## src/rtl/instr_fetch.sv

```systemverilog
// instr_fetch: BOOT/RUN/HALT fetch sequencer for a dual-port instruction RAM.
//   clk, reset_n           : clock, asynchronous active-low reset
//   instr_addr1/instr_addr2: next instruction / operand addresses from the decoder
//   new_pc, pc_sload       : pc load value and load strobe
//   cnt_en, stall, start   : pc increment, pipeline freeze, restart from HALT
//   mem_q_a/mem_q_b        : registered RAM read data (ports A/B)
//   mem_addr_a/mem_addr_b  : RAM addresses (ports A/B)
//   instr, N, pc, valid    : current instruction, operand, next-word pc, executable flag
//   halted, instr_count    : HALT indicator, saturating executed-instruction count
module instr_fetch (
    input  logic        clk,
    input  logic        reset_n,
    input  logic [15:0] instr_addr1,
    input  logic [15:0] instr_addr2,
    input  logic [15:0] new_pc,
    input  logic        pc_sload,
    input  logic        cnt_en,
    input  logic        stall,
    input  logic        start,
    input  logic [15:0] mem_q_a,
    input  logic [15:0] mem_q_b,
    output logic [15:0] mem_addr_a,
    output logic [15:0] mem_addr_b,
    output logic [15:0] instr,
    output logic [15:0] N,
    output logic [15:0] pc,
    output logic        valid,
    output logic        halted,
    output logic [15:0] instr_count
);
    typedef enum logic [1:0] {BOOT, RUN, HALT} state_t;

    state_t      r_state, w_next;
    logic [15:0] r_pc, r_held_a, r_held_b, r_cnt;
    logic        w_valid, w_stp, w_adv, w_restart;

    assign w_valid   = (r_state == RUN) && !stall;
    assign w_stp     = w_valid && (mem_q_a[15:11] == 5'b11111);
    // a STP cycle still counts but leaves pc and held addresses pointing at the STP word
    assign w_adv     = w_valid && !w_stp;
    assign w_restart = (r_state == HALT) && start;

    always_comb begin
        w_next = r_state;
        if (r_state == BOOT)
            w_next = RUN;
        else if (w_stp)
            w_next = HALT;
        else if (w_restart)
            w_next = BOOT;
    end

    always_ff @(posedge clk or negedge reset_n) begin
        if (!reset_n)
            r_state <= BOOT;
        else
            r_state <= w_next;
    end

    always_ff @(posedge clk or negedge reset_n) begin
        if (!reset_n) begin
            r_pc     <= 16'h0001;
            r_held_a <= 16'h0000;
            r_held_b <= 16'h0001;
            r_cnt    <= 16'h0000;
        end else begin
            // BOOT reloads the held addresses so a stall on the first RUN cycle re-reads 0/1
            if (r_state == BOOT) begin
                r_held_a <= 16'h0000;
                r_held_b <= 16'h0001;
            end else if (w_adv) begin
                r_held_a <= instr_addr1;
                r_held_b <= instr_addr2;
            end
            if (w_adv)
                r_pc <= pc_sload ? new_pc : cnt_en ? r_pc + 16'd1 : r_pc;
            else if (w_restart)
                r_pc <= 16'h0001;
            if (w_valid && r_cnt != 16'hFFFF)
                r_cnt <= r_cnt + 16'd1;
            else if (w_restart)
                r_cnt <= 16'h0000;
        end
    end

    assign mem_addr_a  = (r_state == BOOT) ? 16'h0000 : w_valid ? instr_addr1 : r_held_a;
    assign mem_addr_b  = (r_state == BOOT) ? 16'h0001 : w_valid ? instr_addr2 : r_held_b;
    assign instr       = mem_q_a;
    assign N           = mem_q_b;
    assign pc          = r_pc;
    assign valid       = w_valid;
    assign halted      = (r_state == HALT);
    assign instr_count = r_cnt;
endmodule

```

## config.mk

```make
export PLATFORM = sky130hd
export DESIGN_NAME = instr_fetch
export DESIGN_NICKNAME = d
export VERILOG_FILES = /design/src/rtl/instr_fetch.sv
export SDC_FILE = /design/constraint.sdc
export NUM_CORES = 1
export LEC_CHECK = 0
export ABC_CLOCK_PERIOD_IN_PS = 2900
export CORE_MARGIN = 3
export CORE_UTILIZATION = 30
export CTS_CLUSTER_DIAMETER = 200
export DETAILED_ROUTE_END_ITERATION = 12
export HOLD_SLACK_MARGIN = 0.15
export PLACE_DENSITY = 0.6
export SLEW_MARGIN = 20
export SYNTH_ARGS = -nofsm -noshare
export SYNTH_HDL_FRONTEND = slang
export SYNTH_SLANG_ARGS = --single-unit
```

## constraint.sdc

```tcl
create_clock -name clk -period 2.9 [get_ports clk]
set_input_delay 0.725 -clock clk [delete_from_list [all_inputs] [get_ports clk]]
set_output_delay 0.725 -clock clk [all_outputs]
set_load 0.005 [all_outputs]
```

==> results of run 1 <==
-- power by group --
part           switching, mW  total, mW  internal, mW  leakage, nW
Sequential             0.243       1.44          1.20        0.834
Clock                  0.379       1.08         0.703        0.141
Combinational          0.679       1.49         0.812         1.34
Total                   1.30       4.02          2.72         2.31
-- metal layers --
metal | part of all wire [%] | wire [um] | vias to the layer above | GRT usage [%]
met5 | 0 | 0 | - | 0
met4 | 0.85 | 102 | 0 | 3.47
met3 | 7.4 | 892 | 10 | 4.57
met2 | 45 | 5450 | 142 | 25.5
met1 | 46 | 5560 | 1810 | 23.3
li1 | - | - | 1923 | -
-- metrics by stage --
step / setup TNS [ns] / setup slack (ns) / total power, mW / std cells / instance area [sq um]
6_report: 0 / 0.0621 / 4.02 / 758 / 5650
5_1_grt: 0 / 0.00435 / 4.31 / 758 / 5650
4_1_cts: 0 / 0.0238 / 4.08 / 758 / 5650
3_5_place_dp: -10.73 / -0.373 / 2.97 / 736 / 5270
3_3_place_gp: -9.65 / -0.343 / 2.95 / 736 / 5270
2_1_floorplan: 0 / 0.206 / 2.10 / 481 / 3970
-- worst max-delay path, stage by stage --
cell,delay (ns)
dlygate4sd2_1,0.24
or3b_4,0.41
inv_8,0.11
buf_12,0.13
clkdlybuf4s50_1,0.50
-- synth_stat cells (all sizes together) (5+ instances only) --
| master | instances | area (sq um) |
|---|---|---|
| a32o | 6 | 60.1 |
| nor2 | 18 | 67.6 |
| a221o | 9 | 90.1 |
| nor4 | 17 | 106 |
| clkbuf | 17 | 63.8 |
| dfrtp | 64 | 1600 |
| buf | 46 | 324 |
| nand3 | 10 | 50.1 |
| a21oi | 10 | 61.3 |
| o2bb2ai | 9 | 78.8 |
| nand4 | 12 | 81.3 |
| o22ai | 11 | 68.8 |
| nand2 | 110 | 413 |
| inv | 9 | 33.8 |
| nor3 | 10 | 50.1 |
| a31oi | 5 | 31.3 |
| o21ai | 66 | 330 |
| o211ai | 5 | 37.5 |
-- kinds of logic after synthesis --
logic type      count (synthesis)
fa+ha+maj                       2
simple gates                  199
compound gates                139
buf+inv                        72
flops                          66
mux                             3
-- worst max-delay path by stage --
stage | startpoint | end | depth (start not counted)
after floorplan | stall | mem_addr_a[10] | 7
after global placement | stall | mem_addr_a[2] | 7
after detailed placement | stall | mem_addr_a[7] | 7
after CTS | stall | mem_addr_b[15] | 8
after global routing | stall | mem_addr_b[15] | 8
final | stall | valid | 5
-- cell type report --
class / count / area, sq um
well taps: 172 / 215
repair buffers: 154 / 1540
flip-flops and latches: 66 / 1650
fillers: 1286 / 7120
inverters: 9 / 41.3
clock buffers: 12 / 256
clock inverters: 2 / 37.5
multi-input cells: 343 / 1910
-- repair_timing --
action	in CTS	in global routing
resized for setup	72	1
pin swaps	1	1
setup endpoints to repair	33	12
buffers inserted	5	0
gates cloned	3	0
-- registers in the layout, summed over array words and instances (netlist names) --
register,cells
instr_count,16
pc,16
r_held_a,16
r_held_b,16
r_state,2
-- placed cells by master (no fill, tap or decap), types with 2 or more instances in the layout --
cell type	count
a21oi_1	8
a21oi_4	2
a221o_1	9
a22o_1	4
a22oi_1	4
a2bb2oi_1	2
a31oi_1	5
a32o_1	6
and2_1	3
and4_1	2
buf_12	6
buf_16	2
buf_2	11
buf_4	16
clkbuf_16	9
clkbuf_8	2
clkdlybuf4s15_1	3
clkdlybuf4s50_1	95
dfrtp_1	64
dfstp_2	2
dlygate4sd2_1	20
ha_1	2
inv_1	8
mux2i_1	2
nand2_1	110
nand3_1	10
nand4_1	11
nor2_1	18
nor2b_1	4
nor3_1	10
nor4_1	17
o211ai_1	5
o21ai_0	65
o22ai_1	11
o2bb2ai_1	9
o31ai_1	2
o41ai_1	2
or2_2	2
or3_1	2
or4_1	3
==> out/summary.md, run 1 <==
The number of port buffers came out at 129. The tools report the overall routing resource usage as 16.5%. In the final routed layout, each cell accounts on average for 15.8 um. For this run, the number of Yosys warnings is 0. In the synthesized netlist, the number of instances is 481.

The xor and xnor fraction of the mapped netlist area came out at 0%. The max-slew violation count is 0. In this run, synthesis produced a sequential element count of 66. The synthesized netlist devotes 22.8% of its cell area to compound gates. Data on the critical path arrives at its endpoint at 2.11 ns.

For this design the top-level I/O count stands at 184. Of all flip-flops after synthesis, the portion carrying an async set or reset was 100%. The overall die width was 121 um. The tools report the launch point of the worst reg-to-reg path as instr_count[0].

For this run, the share of the core covered by cells in the final layout is 44.2%. The number of antenna violations at the first check in global routing was 0. The run gives 31.1% as the starting density of the core. The final HPWL from detailed placement is 8380 um, and the number of detailed-routing iterations run before antenna repair is 4. The area growth from synthesis to layout is 42.4%.

After clock tree synthesis, the flow added hold-fix buffers numbering 0. The die is 121 um tall. For flop-to-flop paths, the worst setup slack is 0.69 ns. Combinational family with the most area after synthesis: simple AND/OR/NAND/NOR gates. The kind of capture point of the worst setup path was an output pin. The tools report the via count of the first global-routing pass as 3796.

In this run the worst hold path is classified as in2async. Buffers inserted during clock tree synthesis total 9. The clock slew at the register clock pins of the worst setup and hold paths came out at 0.05 ns.

The average instance in the mapped netlist occupies 8.25 sq um. The run gives 0 as the post-detailed-route count of antenna-violating nets. The routed design could run at a clock period as short as 2.84 ns.

The worst supply voltage drop on vdd was 0.318 mV. The number of nets handed over by synthesis was 569. At the end of the flow, the number of nets in the layout was 671.

The type of origin of the critical path is an input port. For the pin with the worst max-slew slack, the measured transition is 0.625 ns. In the routed layout, each cell is associated on average with a via count of 5.13. The logs give 0.32 ns for the source-to-sink clock delay at the later pin of the worst-skew pair and 2 for the buffer depth of the longest clock path. The H-tree was split into 3 levels. In this run the clock root is driven by a clkbuf_16. Of the available clock period, the critical path in the final layout requires 97.9%. The congestion estimate from routability-driven global placement came to 0.843. Timing would allow up to 352 MHz.

The run gives 0.00397 sq mm as the area of the mapped netlist. The tools report the max-cap check violation count as 0. The area of the core came out at 0.0128 sq mm. After Yosys synthesis, and, or, nand and nor cells account for 23.4% of the synthesized area. For the worst flop-to-flop path, the logic depth is 5. Register area share after synthesis: 41.7%. The adder-cell area share of the yosys netlist works out to 0.630%. Setup repair after global routing left no endpoint under its margin.

In this run, the number of DRC markers left after iteration 0 of detailed routing was 253. The power density over the cells works out to 711 mW/mm^2. The number of different library cells used by synthesis comes to 48. The run finished with clean final reports. For this design the static power due to leakage is 2.31 nW. In this run, synthesis inferred 0 flip-flops with an integrated enable. Measured against its own limit, the worst slew margin works out to 58.3%. The clock arrives with 0.00470 ns of skew. Setup violations remaining at the end of the flow were counted as 0. The worst setup path is of the in2out kind. Entering global routing, the biggest net connects 53 pins.

The logs give 19600 um for the first-pass GRT wire length and 0.0146 sq mm for the area of the die. The run gives 0 as the DRC violations left. The run gives 3885 as the via count. The number of antenna diodes in the final layout is 0.

The prevailing post-synth register cell was dfrtp_1. The final layout contains routed wiring with a total length of 12000 um. The endpoint of the worst register-to-register path is instr_count[14]. The total number of placement rows was 41. TritonCTS built the clock tree. Of all nets on the critical path, the largest fanout is 11.

After global routing the overflow that remains totals 0. The count of final hold-check violations was 0. The worst path required time came out at 2.17 ns. In the synthesized netlist, mux cells make up 0.788% of the area.

The fraction of final layout cells with drive strength greater than 1 works out to 10.4%. The worst slack on hold paths was 0.376 ns; the total clock sinks was 66.
(Power assumes the default switching activity.)
==> inputs of run 2 (changes only) <==
--- a/config.mk
+++ b/config.mk
@@ -6,6 +6,7 @@
 export NUM_CORES = 1
 export LEC_CHECK = 0
 export ABC_CLOCK_PERIOD_IN_PS = 2900
+export CORE_ASPECT_RATIO = 0.6
 export CORE_MARGIN = 3
 export CORE_UTILIZATION = 30
 export CTS_CLUSTER_DIAMETER = 200
==> run 2 against run 1 <==
  * Clock skew up 0.0026 ns
  * Die area up 0.31%
  * Sequential cell count unchanged
  * Design area up 0.75%
  * Clock-buffer cell count down 2
  * Via count up 2.1%
  * Global-route usage up 0.44 points
  * Largest cell class unchanged
  * Highest routed layer unchanged
==> out/summary.md, run 2 (synthesized netlist as in run 1, its figures left out) <==
Of the available clock period, the critical path in the final layout requires 98.7%. The antenna diode count is 0. The critical path starts at stall. The boundary pin count is 184. The H-tree was split into 3 levels. After clock tree synthesis, the clock-pin slew on the worst setup and hold paths is 0.06 ns. The launch point of the worst reg-to-reg path was r_state[1].

Number of port buffers: 129. The logs give 0.33 ns for the source-to-sink clock delay at the later pin of the worst-skew pair and 0.00734 ns for the final setup skew. In this run the static leakage power is 2.34 nW. The via count of the first global-routing pass came out at 3714.

The number of antenna violations at the first check in global routing was 0; the first-pass GRT wire length was 20000 um. The count of buffer and inverter cells on the critical path was 6; the post-synthesis to final-layout area growth was 43.4%. In this design, the stage delay of the slowest critical-path cell is 0.40 ns.

Starting density of the core: 31.8%. For this design, the CTS-stage hold fixing added 0 buffers. Timing would allow up to 349 MHz. For the buffer depth of the longest clock path, the log shows 2. The height of the die works out to 95.1 um.

The type of origin of the critical path was an input port. TritonCTS built the clock tree. The leading cell type in the layout, fill and taps excluded was nand2_1. In this run the power density over the cells is 761 mW/mm^2. The detail route stage leaves a number of antenna-violating nets equal to 0. The tools report the net count reported at finish as 669. The top cell types in the final layout, fill and taps aside, are nand2_1, clkdlybuf4s50_1, o21ai_0, dfrtp_1, buf_2. Along the worst path, the maximum fanout reaches 6. Summing all placed instances gives a cell area of 0.00524 sq mm.

After detailed routing, the average wire length per cell comes to 16.9 um. STA puts the critical path data arrival time at 2.14 ns. At the pin with the least slew margin, the transition time is 0.849 ns. Grouping stages by cell kind, the critical path spends the most delay in buffers and inverters. The class of the worst hold path is in2async.

For the remaining global-route overflow, the log shows 0. STA classifies the critical path endpoint as an output pin. In the global route stage, overall resource usage came out at 17.0%. The max-slew headroom at the worst pin is 43.2%. Cell with the biggest individual delay on the critical path: or3b_4. The tools report the initial DRC count as 286. IR analysis of the VDD net gives a maximum drop of 0.291 mV. Clock tree synthesis inserted a total of 9 buffers. For the max-cap check violation count, the log shows 0. The via count is 3966, and the number of failing setup endpoints in the final timing report is 0. The per-cell via count in the routed design works out to 5.28. The end-of-flow core utilization was 45.6%; the weighted congestion reported at the end of routability-driven placement was 0.833. The tools report the maximum number of pins on one net before global-route repair as 55. In this run the core area contains 31 standard-cell rows.

The run finished with clean final reports. The overall die width was 155 um. Setup repair after global routing left no endpoint under its margin. The post-route standard cell area excluding fillers was 0.00569 sq mm; the max-slew violation count was 0. The die covers 0.0147 sq mm.

In the routed design, unresolved DRC markers number 0. The shortest period the worst path allows was 2.86 ns. Walking the worst path, the cells encountered are dlygate4sd2_1 -> or3b_4 -> inv_6 -> buf_12 -> buf_8 -> buf_16 -> o21ai_0 -> dlygate4sd2_1.

The number of detailed-routing iterations run before antenna repair was 5; the count of final hold-check violations was 0. The kind of critical path was in2out. Detailed placement finished with a half-perimeter wire length of 8670 um. The overall routed net length was 12700 um. Cell repeated most along the worst path: dlygate4sd2_1. The tree built by TritonCTS fans out to 66 sinks. STA puts the critical path data required time at 2.17 ns.

Of the cells placed in the final design, the portion with a size suffix greater than 1 is 12.1%. The clock tree root buffer cell is clkbuf_16. The core region is 0.0125 sq mm.
[run 2: area by class of cell]
| cell class | instances | area [sq um] |
|---|---|---|
| flip-flops and latches | 66 | 1650 |
| fillers | 1206 | 6800 |
| well taps | 165 | 206 |
| repair buffers | 152 | 1510 |
| clock inverters | 6 | 138 |
| multi-input cells | 343 | 1910 |
| clock buffers | 10 | 239 |
| inverters | 9 | 38.8 |
[run 2: final timing paths]
check                                 to  slack (ns)  cells past startpoint
setup / recovery           mem_addr_b[3]        0.04                      8
setup reg to reg                   pc[3]        0.65                      8
hold / removal              r_held_a[12]        0.42                      1
hold reg to reg              r_held_b[0]        0.52                      2
min in group clk             r_held_b[0]        0.52                      2
max in group asynchronous          pc[0]        1.76                      2
[run 2: worst reg2reg max path, stage by stage, from the launching register on]
cell and delay (ns):
dfrtp_1 0.41, or3b_4 0.44, inv_6 0.11, buf_8 0.14
buf_4 0.22, o211a_1 0.33, buf_4 0.18, o22ai_1 0.07
a22o_1 0.22
[run 2: where the power goes]
| group | total [mW] | switching (mW) | internal [mW] | leakage (nW) |
|---|---|---|---|---|
| clock | 1.37 | 0.413 | 0.953 | 0.183 |
| sequential | 1.45 | 0.251 | 1.20 | 0.834 |
| combinational | 1.52 | 0.711 | 0.804 | 1.32 |
| total | 4.33 | 1.38 | 2.96 | 2.34 |
[run 2: metrics by stage]
stage                     setup TNS (ns)  power [mW]  instances  hold WS [ns]  setup WS, ns
after floorplan                        0        2.10        481         0.429         0.206
after global placement             -9.75        2.95        728         0.521        -0.381
after detailed placement          -10.61        2.99        728         0.514        -0.387
after CTS                              0        4.37        751         0.431        0.0308
after global routing                   0        4.60        751         0.457       0.00215
final                                  0        4.33        751         0.421        0.0367
[run 2: per-layer routing]
layer	share of wire (%)	wire, um	track usage, %	vias up
met4	0.24	31	2.42	0
li1	-	-	-	1928
met5	0	0	0	-
met1	52	6550	25.9	1867
met3	7.8	988	5.35	4
met2	40	5100	23.7	167
[run 2: timing repair]
action                     4_1_cts  5_1_grt
setup buffers                    3        0
setup endpoints to repair       33        3
gates cloned                     4        0
resized for setup              102        3
==> inputs of run 3 (changes only) <==
--- a/config.mk
+++ b/config.mk
@@ -11,9 +11,12 @@
 export CORE_UTILIZATION = 30
 export CTS_CLUSTER_DIAMETER = 200
 export DETAILED_ROUTE_END_ITERATION = 12
+export GPL_ROUTABILITY_DRIVEN = 0
 export HOLD_SLACK_MARGIN = 0.15
+export MAX_ROUTING_LAYER = met4
 export PLACE_DENSITY = 0.6
 export SLEW_MARGIN = 20
 export SYNTH_ARGS = -nofsm -noshare
 export SYNTH_HDL_FRONTEND = slang
 export SYNTH_SLANG_ARGS = --single-unit
+export TNS_END_PERCENT = 1
==> run 3 against run 2 <==
  * The run now ends with negative setup slack left
  * Design area down 1.3%
  * Power down 0.51%
  * Worst setup slack worse by 0.060 ns
  * Clock-buffer cell count did not move
  * Core utilization is 0.59 points lower
  * Final cell count is 0.27% lower
  * Sequential share of layout area rose by 0.38 points
  * Maximum frequency decreased by 2.0%
  * Register-to-register slack about the same
  * Sequential power hardly changed
  * Clock skew barely moved
  * Critical path type unchanged
  * Highest routed layer unchanged
==> out/summary.md, run 3 (synthesized netlist as in run 1, its figures left out) <==
The flow ran to the end, but the final reports show violations. The checks that failed: negative setup slack. Of the total power, combinational logic draws 34.7%. For the max-slew headroom at the worst pin, the log shows 41.5%. After clock tree synthesis, the flow added hold-fix buffers numbering 0.

Entering global routing, the biggest net connects 55 pins. The tools report the number of detailed-routing iterations run before antenna repair as 5. The run gives 0.0147 sq mm as the area of the die. The worst register-to-register path begins at r_state[1].

TritonCTS built the clock tree. Internal power comes to 2.92 mW. The initial DRC count was 227; the length of routed wiring on met1 was 6700 um. For this run the aggregate overflow at the end of global routing stands at 0.

For the pin with the worst max-slew slack, the measured transition is 0.874 ns. At the later pin of the worst-skew pair, clock insertion delay measures 0.33 ns. Setup repair after global routing could not meet its margin everywhere. The slowest stage of the critical path is the or3b_4 cell.

Timing analysis after detailed placement gives a worst setup slack of -0.387 ns. The worst path required time is 2.17 ns. Traced cell by cell, the critical path runs through clkdlybuf4s50_1 -> or3b_4 -> inv_8 -> buf_12 -> clkbuf_16 -> o21ai_1 -> clkbuf_2. The run gives 749 as the final standard cell count with taps included and fillers excluded.

Between clock sinks in the finished design, the worst skew comes to 0.00782 ns. The logs give 2.30 nW for the leakage power of the design and 2.20 ns for the worst endpoint data arrival time. Signal routing reaches up to met4. In this run, placement finished with an instance count of 728.

The shortest period the worst path allows is 2.92 ns. The max-slew violation count is 0. Worst supply voltage drop on vdd: 0.286 mV. The fraction of final layout cells with drive strength greater than 1 was 14.7%.

The overall die width is 155 um, and the placement-stage cell area is 0.00524 sq mm. The floorplan step set the die height to 95.1 um. The final route contains 3973 vias. Per-cell via count in the routed design: 5.30. The library cells used most frequently in the layout, excluding fill and tap cells, are nand2_1, clkdlybuf4s50_1, dfrtp_1, o21ai_0, clkbuf_2. Summed over all layers, the routed wires come to 12700 um.

The logs give -0.0229 ns for the worst path setup slack after routing and 0 for the DRC violations left. The logs give 0.65 ns for the flop-to-flop setup slack and 0 for the antenna diode count. The number of antenna violations at the first check in global routing is 0. STA classifies the critical path endpoint as an output pin.

184 I/O pins were placed. The tools report the sequential group share of total power as 33.7%. The class of the worst hold path is in2async. The logs give 3679 for the via count of the first global-routing pass and 1 for the number of failing setup endpoints in the final timing report. Once the floorplan was initialized, standard cells occupied 31.8% of the core. The H-tree depth reported by CTS is 3, and the aggregate negative setup slack is -0.0229 ns. The clock drives 66 sinks. Power density over the cells: 767 mW/mm^2.

The tools report the first-pass GRT wire length as 19900 um. The type of origin of the critical path was an input port. The core region is 0.0125 sq mm. The total number of placement rows came out at 31. The clock tree root buffer cell was clkbuf_16.

Count of final hold-check violations: 0. Cells fill 45.0% of the core in the end. The average routed wire per standard cell was 17.0 um; the critical path's largest stage delay was 0.43 ns. The clock slew at the register clock pins of the worst setup and hold paths is 0.06 ns. The max-cap check violation count was 0.

From synthesis to final layout, the design area changed by 41.6%. The top fanout value on the critical path is 6. The worst register-to-register path ends at pc[3]. Summing all non-filler instances in the final layout gives an area of 0.00562 sq mm. The proportion of power drawn by the clock network is 31.6%. The number of clock buffers added by TritonCTS is 9.

The run gives 5040 um as the routed wire length on met2. Static timing analysis puts the maximum clock frequency at 342 MHz. The detail route stage leaves a number of antenna-violating nets equal to 0.

The number of port buffers came out at 129. Net switching is 32.2% of the power. The routed length on met3 came out at 885 um.

In the final design database the tool counted 667 nets. Summed over all nets, the switching power comes to 1.39 mW. The tools report the final HPWL from detailed placement as 8670 um. The critical path is of the in2out type. In the global route stage, overall resource usage came out at 17.4%. Counting along the longest clock path gives a buffer depth of 2. Leaving out fill and tap cells, the most frequent cell in the layout is nand2_1.

Counting cells, the worst reg-to-reg path comes to 8. The final clock period utilization by the worst path was 101%.
[run 3: cell type report]
cell class / count / area (sq um)
repair buffers: 150 / 1420
clock buffers: 10 / 239
inverters: 9 / 41.3
flip-flops and latches: 66 / 1650
well taps: 165 / 206
fillers: 1216 / 6870
clock inverters: 6 / 138
multi-input cells: 343 / 1920
[run 3: power groups by stage]
stage	Combinational, mW	Sequential [mW]	Clock, mW
2_1_floorplan	0.698	1.40	0
3_3_place_gp	1.51	1.45	0
3_5_place_dp	1.53	1.46	0
4_1_cts	1.53	1.45	1.39
5_1_grt	1.66	1.49	1.43
6_report	1.50	1.45	1.36
[run 3: worst max-delay path by stage]
stage | from | endpoint | cells after the start
after global routing | stall | mem_addr_a[2] | 7
after detailed placement | stall | mem_addr_a[4] | 7
after global placement | stall | mem_addr_a[4] | 7
final | stall | mem_addr_a[4] | 7
after floorplan | stall | mem_addr_a[10] | 7
after CTS | stall | mem_addr_b[2] | 7
[run 3: critical path: cells and delay by family]
kind	cells	cell delay [ns]
and+or+nand+nor	1	0.43
AOI/OAI and AO/OA	1	0.10
buffers and inverters	5	0.93
[run 3: timing repair]
action,CTS,global route
gates resized for setup,84,45
pin swaps,0,1
buffers inserted,1,0
setup endpoints to repair,33,27
gates cloned,3,1
[run 3: metal layers]
layer	vias up	GRT usage, %
met2	175	23.5
li1	1925	-
met4	0	2.87
met1	1862	25.9
met5	-	-
met3	11	4.81
[run 3: through the flow]
stage	total power, mW	hold slack, ns
2_1_floorplan	2.10	0.429
3_3_place_gp	2.95	0.521
3_5_place_dp	2.99	0.514
4_1_cts	4.38	0.431
5_1_grt	4.58	0.458
6_report	4.31	0.420
